--- src/rtl/hc165_pkg.sv ---
// Shared types and sizing helpers for the 74HC165 chain scan controller.
package hc165_pkg;

    typedef enum logic [2:0] {
        IDLE     = 3'd0,
        LOAD     = 3'd1,
        SHIFT_LO = 3'd2,
        SHIFT_HI = 3'd3,
        DONE     = 3'd4
    } state_e;

    function automatic int unsigned W(input int unsigned n_chips);
        return 8 * n_chips;
    endfunction

endpackage

--- src/rtl/hc165_scan_ctrl_if.sv ---
// Chain pins plus game-side request/result signals of the scan controller.
interface hc165_scan_ctrl_if #(
    parameter int unsigned W = 16
);
    logic         START;
    logic         AUTO;
    logic         SER;
    logic         PL_n;
    logic         SCK;
    logic         CE_n;
    logic [W-1:0] DATA;
    logic         VALID;
    logic         CHG;
    logic         BUSY;

    modport master (
        input  START, AUTO, SER,
        output PL_n, SCK, CE_n, DATA, VALID, CHG, BUSY
    );

    modport slave (
        output START, AUTO, SER,
        input  PL_n, SCK, CE_n, DATA, VALID, CHG, BUSY
    );
endinterface

--- src/rtl/hc165_phase_timer.sv ---
// Loadable down-counter; tc_c flags the last cycle of the loaded phase.
module hc165_phase_timer #(
    parameter int unsigned TW = 3
) (
    input  logic          clk,
    input  logic          rst,
    input  logic          load,
    input  logic [TW-1:0] val,
    output logic          tc_c
);
    logic [TW-1:0] cnt;

    always_ff @(posedge clk) begin
        if (rst) begin
            cnt <= '0;
        end else if (load) begin
            cnt <= val;
        end else if (cnt != '0) begin
            cnt <= cnt - TW'(1);
        end
    end

    assign tc_c = (cnt == '0);
endmodule

--- src/rtl/hc165_scan_ctrl.sv ---
// Scans a daisy-chain of 74HC165s and presents the assembled word with VALID/CHG strobes.
module hc165_scan_ctrl
    import hc165_pkg::*;
#(
    parameter int unsigned N_CHIPS   = 2,
    parameter int unsigned CLK_DIV   = 4,
    parameter int unsigned PL_CYCLES = 2
) (
    input  logic                CLK,
    input  logic                RST,
    hc165_scan_ctrl_if.master   bus
);
    localparam int unsigned DW   = W(N_CHIPS);
    localparam int unsigned CW   = $clog2(DW);
    localparam int unsigned TMAX = (CLK_DIV > PL_CYCLES) ? CLK_DIV : PL_CYCLES;
    localparam int unsigned TW   = $clog2(TMAX + 1);

    state_e          state;
    state_e          state_nx;
    logic [CW-1:0]   bit_cnt;
    logic [DW-1:0]   shreg;
    logic            tmr_load;
    logic [TW-1:0]   tmr_val;
    logic            tmr_tc_c;

    // Timer is loaded with (phase length - 1) on entry to each timed phase.
    hc165_phase_timer #(.TW(TW)) u_timer (
        .clk  (CLK),
        .rst  (RST),
        .load (tmr_load),
        .val  (tmr_val),
        .tc_c (tmr_tc_c)
    );

    always_comb begin
        state_nx = state;
        tmr_load = 1'b0;
        tmr_val  = '0;
        case (state)
            IDLE: begin
                if (bus.START || bus.AUTO) begin
                    state_nx = LOAD;
                    tmr_load = 1'b1;
                    tmr_val  = TW'(PL_CYCLES - 1);
                end
            end
            LOAD, SHIFT_LO: begin
                if (tmr_tc_c) begin
                    state_nx = (state == LOAD) ? SHIFT_LO : SHIFT_HI;
                    tmr_load = 1'b1;
                    tmr_val  = TW'(CLK_DIV - 1);
                end
            end
            SHIFT_HI: begin
                if (tmr_tc_c) begin
                    if (bit_cnt == CW'(DW - 1)) begin
                        state_nx = DONE;
                    end else begin
                        state_nx = SHIFT_LO;
                        tmr_load = 1'b1;
                        tmr_val  = TW'(CLK_DIV - 1);
                    end
                end
            end
            DONE: begin
                if (bus.AUTO) begin
                    state_nx = LOAD;
                    tmr_load = 1'b1;
                    tmr_val  = TW'(PL_CYCLES - 1);
                end else begin
                    state_nx = IDLE;
                end
            end
            default: state_nx = IDLE;
        endcase
    end

    // Outputs are registered from the next state so they line up with the state they describe.
    always_ff @(posedge CLK) begin
        if (RST) begin
            state     <= IDLE;
            bit_cnt   <= '0;
            shreg     <= '0;
            bus.PL_n  <= 1'b1;
            bus.SCK   <= 1'b0;
            bus.CE_n  <= 1'b1;
            bus.DATA  <= '0;
            bus.VALID <= 1'b0;
            bus.CHG   <= 1'b0;
            bus.BUSY  <= 1'b0;
        end else begin
            state <= state_nx;
            if (state == LOAD) begin
                bit_cnt <= '0;
            end else if (state == SHIFT_HI && tmr_tc_c && bit_cnt != CW'(DW - 1)) begin
                bit_cnt <= bit_cnt + CW'(1);
            end
            // First-sampled bit ends up in the MSB after DW samples.
            if (state == SHIFT_LO && tmr_tc_c) begin
                shreg <= {shreg[DW-2:0], bus.SER};
            end
            bus.PL_n  <= (state_nx != LOAD);
            bus.SCK   <= (state_nx == SHIFT_HI);
            bus.CE_n  <= !(state_nx == SHIFT_LO || state_nx == SHIFT_HI);
            bus.BUSY  <= (state_nx != IDLE);
            bus.VALID <= (state_nx == DONE);
            bus.CHG   <= (state_nx == DONE) && (shreg != bus.DATA);
            if (state_nx == DONE) begin
                bus.DATA <= shreg;
            end
        end
    end
endmodule

--- src/flat_wrapper.sv ---
// flat-port wrapper written by rule: the top's interface ports become plain ports
module hc165_scan_ctrl_flat import hc165_pkg::*;
#(
    parameter int unsigned N_CHIPS   = 2,
    parameter int unsigned CLK_DIV   = 4,
    parameter int unsigned PL_CYCLES = 2
)
  (CLK, RST, bus_START, bus_AUTO, bus_SER, bus_PL_n, bus_SCK, bus_CE_n, bus_DATA, bus_VALID, bus_CHG, bus_BUSY);
  hc165_scan_ctrl_if #(.W(16)) bus_i ();
  input  logic CLK;
  input  logic RST;
  input wire logic [$bits(bus_i.START)-1:0] bus_START;
  input wire logic [$bits(bus_i.AUTO)-1:0] bus_AUTO;
  input wire logic [$bits(bus_i.SER)-1:0] bus_SER;
  output wire logic [$bits(bus_i.PL_n)-1:0] bus_PL_n;
  output wire logic [$bits(bus_i.SCK)-1:0] bus_SCK;
  output wire logic [$bits(bus_i.CE_n)-1:0] bus_CE_n;
  output wire logic [$bits(bus_i.DATA)-1:0] bus_DATA;
  output wire logic [$bits(bus_i.VALID)-1:0] bus_VALID;
  output wire logic [$bits(bus_i.CHG)-1:0] bus_CHG;
  output wire logic [$bits(bus_i.BUSY)-1:0] bus_BUSY;
  assign bus_i.START = bus_START;
  assign bus_i.AUTO = bus_AUTO;
  assign bus_i.SER = bus_SER;
  assign bus_PL_n = bus_i.PL_n;
  assign bus_SCK = bus_i.SCK;
  assign bus_CE_n = bus_i.CE_n;
  assign bus_DATA = bus_i.DATA;
  assign bus_VALID = bus_i.VALID;
  assign bus_CHG = bus_i.CHG;
  assign bus_BUSY = bus_i.BUSY;
  hc165_scan_ctrl #(.N_CHIPS(N_CHIPS), .CLK_DIV(CLK_DIV), .PL_CYCLES(PL_CYCLES)) u_core (.CLK(CLK), .RST(RST), .bus(bus_i));
endmodule
--- config.mk ---
export PLATFORM = sky130hd
export DESIGN_NAME = hc165_scan_ctrl_flat
export DESIGN_NICKNAME = d
export VERILOG_FILES = /design/src/rtl/hc165_pkg.sv /design/src/rtl/hc165_scan_ctrl_if.sv /design/src/rtl/hc165_phase_timer.sv /design/src/rtl/hc165_scan_ctrl.sv /design/src/flat_wrapper.sv
export SDC_FILE = /design/constraint.sdc
export NUM_CORES = 1
export LEC_CHECK = 0
export CAP_MARGIN = 20
export CORE_ASPECT_RATIO = 1.4
export CORE_UTILIZATION = 50
export CTS_BUF_LIST = sky130_fd_sc_hd__clkbuf_16
export DETAILED_ROUTE_END_ITERATION = 16
export GPL_TIMING_DRIVEN = 0
export PLACE_DENSITY = 0.72
export SYNTH_ARGS = -nofsm -noshare
export SYNTH_HDL_FRONTEND = slang
export SYNTH_SLANG_ARGS = --single-unit
--- constraint.sdc ---
create_clock -name CLK -period 2.3 [get_ports CLK]
set_clock_uncertainty 0.1 [all_clocks]
set_input_delay 0.46 -clock CLK [delete_from_list [all_inputs] [get_ports CLK]]
set_output_delay 0.46 -clock CLK [all_outputs]
set_load 0.02 [all_outputs]
# ---- Yosys cells after proc, flatten, opt, wreduce, memory -nomap -nowiden
# Index checks and enable logic that the tools add are counted.
dict set report totals {
  in_bits 5
  reg_bits 48
  out_inout_bits 22
  word_cells 58
}
dict set report op_classes {
  n_addsub 2
  eq_ne 11
  reduce_logical 14
  n_mux 20
}
# operator count
set op_table {}
lappend op_table {{$pmux W3 S4} 2}
lappend op_table {{$mux W3} 7}
lappend op_table {{$ne A16 B16 Y1} 1}
lappend op_table {{$eq A3 B2 Y1 const B} 4}
lappend op_table {{$mux W1} 8}
lappend op_table {{$eq A3 B3 Y1 const B} 2}
lappend op_table {{$logic_not A3 Y1} 2}
lappend op_table {{$reduce_bool A3 Y1} 2}
lappend op_table {{$add A4 B1 Y4 const B} 1}
lappend op_table {{$eq A4 B4 Y1 const B} 1}
lappend op_table {{$logic_and A1 B1 Y1} 4}
lappend op_table {{$mux W2} 2}
lappend op_table {{$ne A4 B4 Y1 const B} 1}
lappend op_table {{$pmux W1 S4} 1}
lappend op_table {{$reduce_or A2 Y1} 2}
lappend op_table {{$eq A3 B1 Y1 const B} 1}
lappend op_table {{$ne A3 B1 Y1 const B} 1}
lappend op_table {{$sub A3 B1 Y3 const B} 1}
lappend op_table {{$logic_or A1 B1 Y1} 2}
lappend op_table {{$reduce_bool A2 Y1} 1}
lappend op_table {{$logic_not A1 Y1} 1}

# ---- Depth between registers and ports, before layout
dict set report depth {
  ltp_word 7
  mapped_depth 7
  mapped_depth_nobuf 6
}

# ---- Modules after synthesis
# Synthesis repeated with hierarchy kept, for this count alone.
dict set report unflattened {
  cells_unflattened 249
  area_unflattened_um2 2132.0
}
# mod n_inst cells_each area_each_um2 seq_area_each_um2
set modules_own_cells {}
lappend modules_own_cells {hc165_scan_ctrl 1 227 1925.6 900.9}
lappend modules_own_cells {hc165_phase_timer 1 22 206.4 60.1}

# ---- Worst setup path after synthesis
# No wires, ideal clock.
dict set report synth_timing {
  path_type {reg2reg}
  from {reg u_core.u_timer.cnt[0]}
  to {reg u_core.shreg[0]}
  arrival_time_ps 1585
  n_path_buf 1
  path_stages_with_launch 8
  path_slack_ps 487
  required_time_ps 2072
  setup_time_ps 128
  cell_sequence {dfxtp_1 inv_1 ha_1 nand2b_1 nor3_4 buf_8 mux2i_1 nor2_1}
}
dict set report synth_between {
  elab_chain_len 2
}
# element line
set synth_lines {}
lappend synth_lines {{from (decl)} hc165_phase_timer.sv:11} ;# logic [TW-1:0] cnt;
lappend synth_lines {{from (signal assigned)} hc165_phase_timer.sv:17} ;# cnt <= val;
lappend synth_lines {{from (signal assigned)} hc165_phase_timer.sv:19} ;# cnt <= cnt - TW'(1);
lappend synth_lines {{$logic_not A3 Y1} hc165_phase_timer.sv:23} ;# assign tc_c = (cnt == '0);
lappend synth_lines {{$logic_and A1 B1 Y1} hc165_scan_ctrl.sv:99} ;# if (state == SHIFT_LO && tmr_tc_c) begin
lappend synth_lines {{to (signal assigned)} hc165_scan_ctrl.sv:100} ;# shreg <= {shreg[DW-2:0], bus.SER};
lappend synth_lines {{to (decl)} hc165_scan_ctrl.sv:21} ;# logic [DW-1:0] shreg;
# No other way between the ends.
# A chain may end at the register's enable or synchronous reset.

# ---- Worst setup path in the final report
dict set report layout_timing {
  from {reg u_core.u_timer.cnt[0]}
  to {reg u_core.shreg[2]}
}
# The elaborated chain is that of the path after synthesis.

==> summary.txt <==
Synth
  – Yosys top cell by area: dfxtp_1
  – Syn Area/Cell: 10.15 um2
  – Ys Warns: 0
  – Yosys cell types: 36
  – Post-Syn Nets: 211
  – Yosys reg bits: 48
  – Netlist Area Pre-Place: 0.002059 mm2
  – Register area share after synthesis: 46.66%
  – Synth Instances: 203
  – Synth top area share: 46.66%
  – Largest cells by area after synthesis: dfxtp_1 (47%), mux2i_1 (17%), nor2_1 (7.1%)

Place
  – Place WS: 96.71 ps
  – Global placement routability congestion: 0.7522
  – HPWL after DPL: 2742 um
  – Inst Count DP: 272
  – Number of port buffers: 26

Cells and area
  – Synth-to-layout area growth: 21.93%
  – Layout cells sized above 1: 7.203%
  – Ant diodes: 0
  – Post-layout nets: 244
  – Fin cells: 279

Setup path
  – Worst reg2reg setup slack: 250 ps
  – CP required: 2350 ps
  – Crit-path leading delay family: simple AND/OR/NAND/NOR gates
  – R2R depth: 7
  – CP Launch Type: register
  – Max incr delay on CP: 460 ps
  – Reg2reg end: u_core.shreg[2]
  – Worst-path maximum fanout: 10
  – Worst Setup End Kind: register
  – Cell Chain, Critical Path: inv_1 > ha_1 > nand2b_1 > nor3_4 > buf_8 > mux2i_1 > nor2_1
  – Origin of the critical flop-to-flop path: u_core.u_timer.cnt[0]
  – CP Class: reg2reg
  – Buffer and inverter count on the worst path: 2
  – CP arrival: 2100 ps
  – CP max-delay cell: nor3_4

Timing
  – Final hold vios: 0
  – Slew of the pin with the lowest slew margin: 499.4 ps
  – Max Slew Vio Count: 0
  – Setup_tns: 0 ps
  – Minimum clock period: 2051 ps
  – F_max: 0.4876 GHz
  – RSZ-0062 raised after global routing: false
  – Max-slew headroom: 66.71%
  – Final period util: 89.17%
  – Final setup fails: 0
  – Final WS setup: 249.0 ps

Global routing
  – GR Overflow Total: 0
  – Initial antenna violation count: 0
  – First-pass GRT wire length: 6575 um
  – GRT Util Overall: 19.17%
  – Largest net degree at the start of global routing: 15
  – Vias in the first global route: 1,449

Clocking
  – Hold Buf Count CTS: 0
  – Clk slew on worst S/H paths: 60 ps
  – CTS root buf: clkbuf_16
  – H-tree depth: 2
  – TritonCTS Buffers: 5
  – Setup bufs post-CTS: 0
  – Worst-Skew Late Latency: 280 ps
  – TritonCTS clock tree: done
  – # resized after CTS: 0
  – Clk buf depth: 2
  – Clk sinks: 48

Power and ir drop
  – Clock power share: 33.5%
  – Comb power frac: 22.7%
  – Net Sw Frac: 28.38%
  – Pint: 0.001476 W
  – Worst-case vdd ir drop: 0.6987 mV
  – Sequential share of power: 43.8%
  – P_leak: 0.9538 nW
  – P_sw: 0.0005847 W
  – Power Dens Cells: 820.4 mW/mm2

Detailed routing
  – Post-route ant nets: 0
  – DRC Markers: 0
  – Vias after detailed routing: 1,478
  – Final WL: 3812 um
  – Via density per instance: 5.297
  – Wire per inst: 13.66 um
  – DR pass1 iterations: 4
  – Starting DRT DRC Count: 41

Die
  – Cell row count: 27
  – Starting Density: 52.11%
  – # IOs: 27
  – DIE AREA: 0.004383 mm2
  – Die width: 56.24 um
  – Core area: 0.003953 mm2
  – Die height: 77.94 um

Hold path
  – Hold Path End: u_core.bus.DATA[10]
  – Hold path cells: 2
  – Worst Hold Class: reg2reg
  – Hold Startpoint: u_core.bus.DATA[10]

Flow run
  – Max-cap violations: 0

Run status
  – Status: finished, final reports clean
[cells by family after synthesis]
group | count (synthesis) | share of synthesized area [%]
AO/OA/AOI/OAI | 10 | 3.402
XOR/XNOR | 21 | 8.931
adder cells (fa/ha/maj) | 3 | 1.823
buffers and inverters | 15 | 4.435
flip-flops | 48 | 46.66
multiplexers | 34 | 16.53
AND/OR/NAND/NOR | 72 | 18.23
[per-layer routing]
layer | global-route usage, % | routed length (um)
met5 | 0 | 0
met2 | 34.64 | 1951
met1 | 21.72 | 1661
met3 | 3.833 | 142
met4 | 7.561 | 57
[layout make-up]
class | count | area [um2]
Clock buffer | 5 | 125.1
Fill cell | 332 | 1441
Clock inverter | 2 | 12.51
Multi-Input combinational cell | 140 | 1007
Inverter | 5 | 18.77
Tap cell | 43 | 53.80
Sequential cell | 48 | 960.9
Buffer | 10 | 72.57
Timing Repair Buffer | 26 | 260.3
[flip-flops by register name (all words and copies together) (netlist names)]
name / count
u_core.bus.SCK: 1
u_core.u_timer.cnt: 3
u_core.bus.BUSY: 1
u_core.bus.PL_n: 1
u_core.state: 3
u_core.bus.DATA: 16
u_core.bus.CHG: 1
u_core.bit_cnt: 4
u_core.bus.CE_n: 1
u_core.shreg: 16
u_core.bus.VALID: 1
[worst max path at each step]
stage	start	depth (start not counted)	endpoint	slack [ps]
final	u_core.u_timer.cnt[0]	7	u_core.shreg[2]	250
after global placement	RST	4	u_core.bus.DATA[11]	80
after floorplan	u_core.u_timer.cnt[0]	7	u_core.shreg[0]	490
after global routing	u_core.u_timer.cnt[0]	7	u_core.shreg[13]	50
after detailed placement	RST	4	u_core.shreg[2]	100
after CTS	u_core.u_timer.cnt[0]	7	u_core.shreg[2]	230
[synthesized netlist by cell type]
library cell   n
nand4_1        2
a21oi_1        3
and3_1         1
clkbuf_1       5
nor3_4         2
or2_2          2
o211ai_1       1
nand2_1        4
nand3b_1       1
nor3_1         5
nor3b_1        1
xnor2_1       12
and4_1         1
buf_8          2
xor2_1         9
inv_1          5
or3_1          1
dfxtp_1       48
a31oi_1        1
nor2_1        39
o31a_1         1
a211o_1        1
o21ai_0        1
o311ai_0       1
buf_2          1
ha_1           3
buf_4          1
and2b_1        2
buf_6          1
nand3_1        4
nor4_1         3
nand3b_4       1
mux2i_1       34
nor4b_1        1
o311a_1        1
nand2b_1       2
[tightest hold or removal path, stage by stage, from the launching register on]
cell,delay [ps]
dfxtp_1,330
mux2i_1,120
nor2_1,50
[per-stage QoR]
stage,hold slack [ps],power (W),utilization [%],area [um2]
floorplan,387.9,0.001275,-,2059
detailed placement,422.7,0.001388,60.05,2374
global route,467.2,0.002148,63.53,2511
global placement,411.2,0.001381,60.05,2374
finish,442.0,0.002060,63.53,2511
CTS,436.8,0.002074,63.53,2511
[layout by cell type (no fill, tap or decap), drive strengths merged, types with 3 or more instances in the layout]
cell	n
nor2	39
clkdlybuf4s50	26
nand2	4
nand3	4
a21oi	3
xor2	9
nor3	7
buf	5
xnor2	12
nor4	3
clkbuf	10
inv	5
dfxtp	48
mux2i	34
ha	3
[power by group through the flow]
stage	Sequential (W)	Clock [W]	Combinational, W
floorplan	0.000941	0	0.000334
detailed placement	0.000922	0	0.000466
CTS	0.000904	0.000700	0.000470
finish	0.000903	0.000689	0.000468
global route	0.000908	0.000727	0.000512
global placement	0.000920	0	0.000460
No activity file was read; power rests on OpenSTA's default activity.
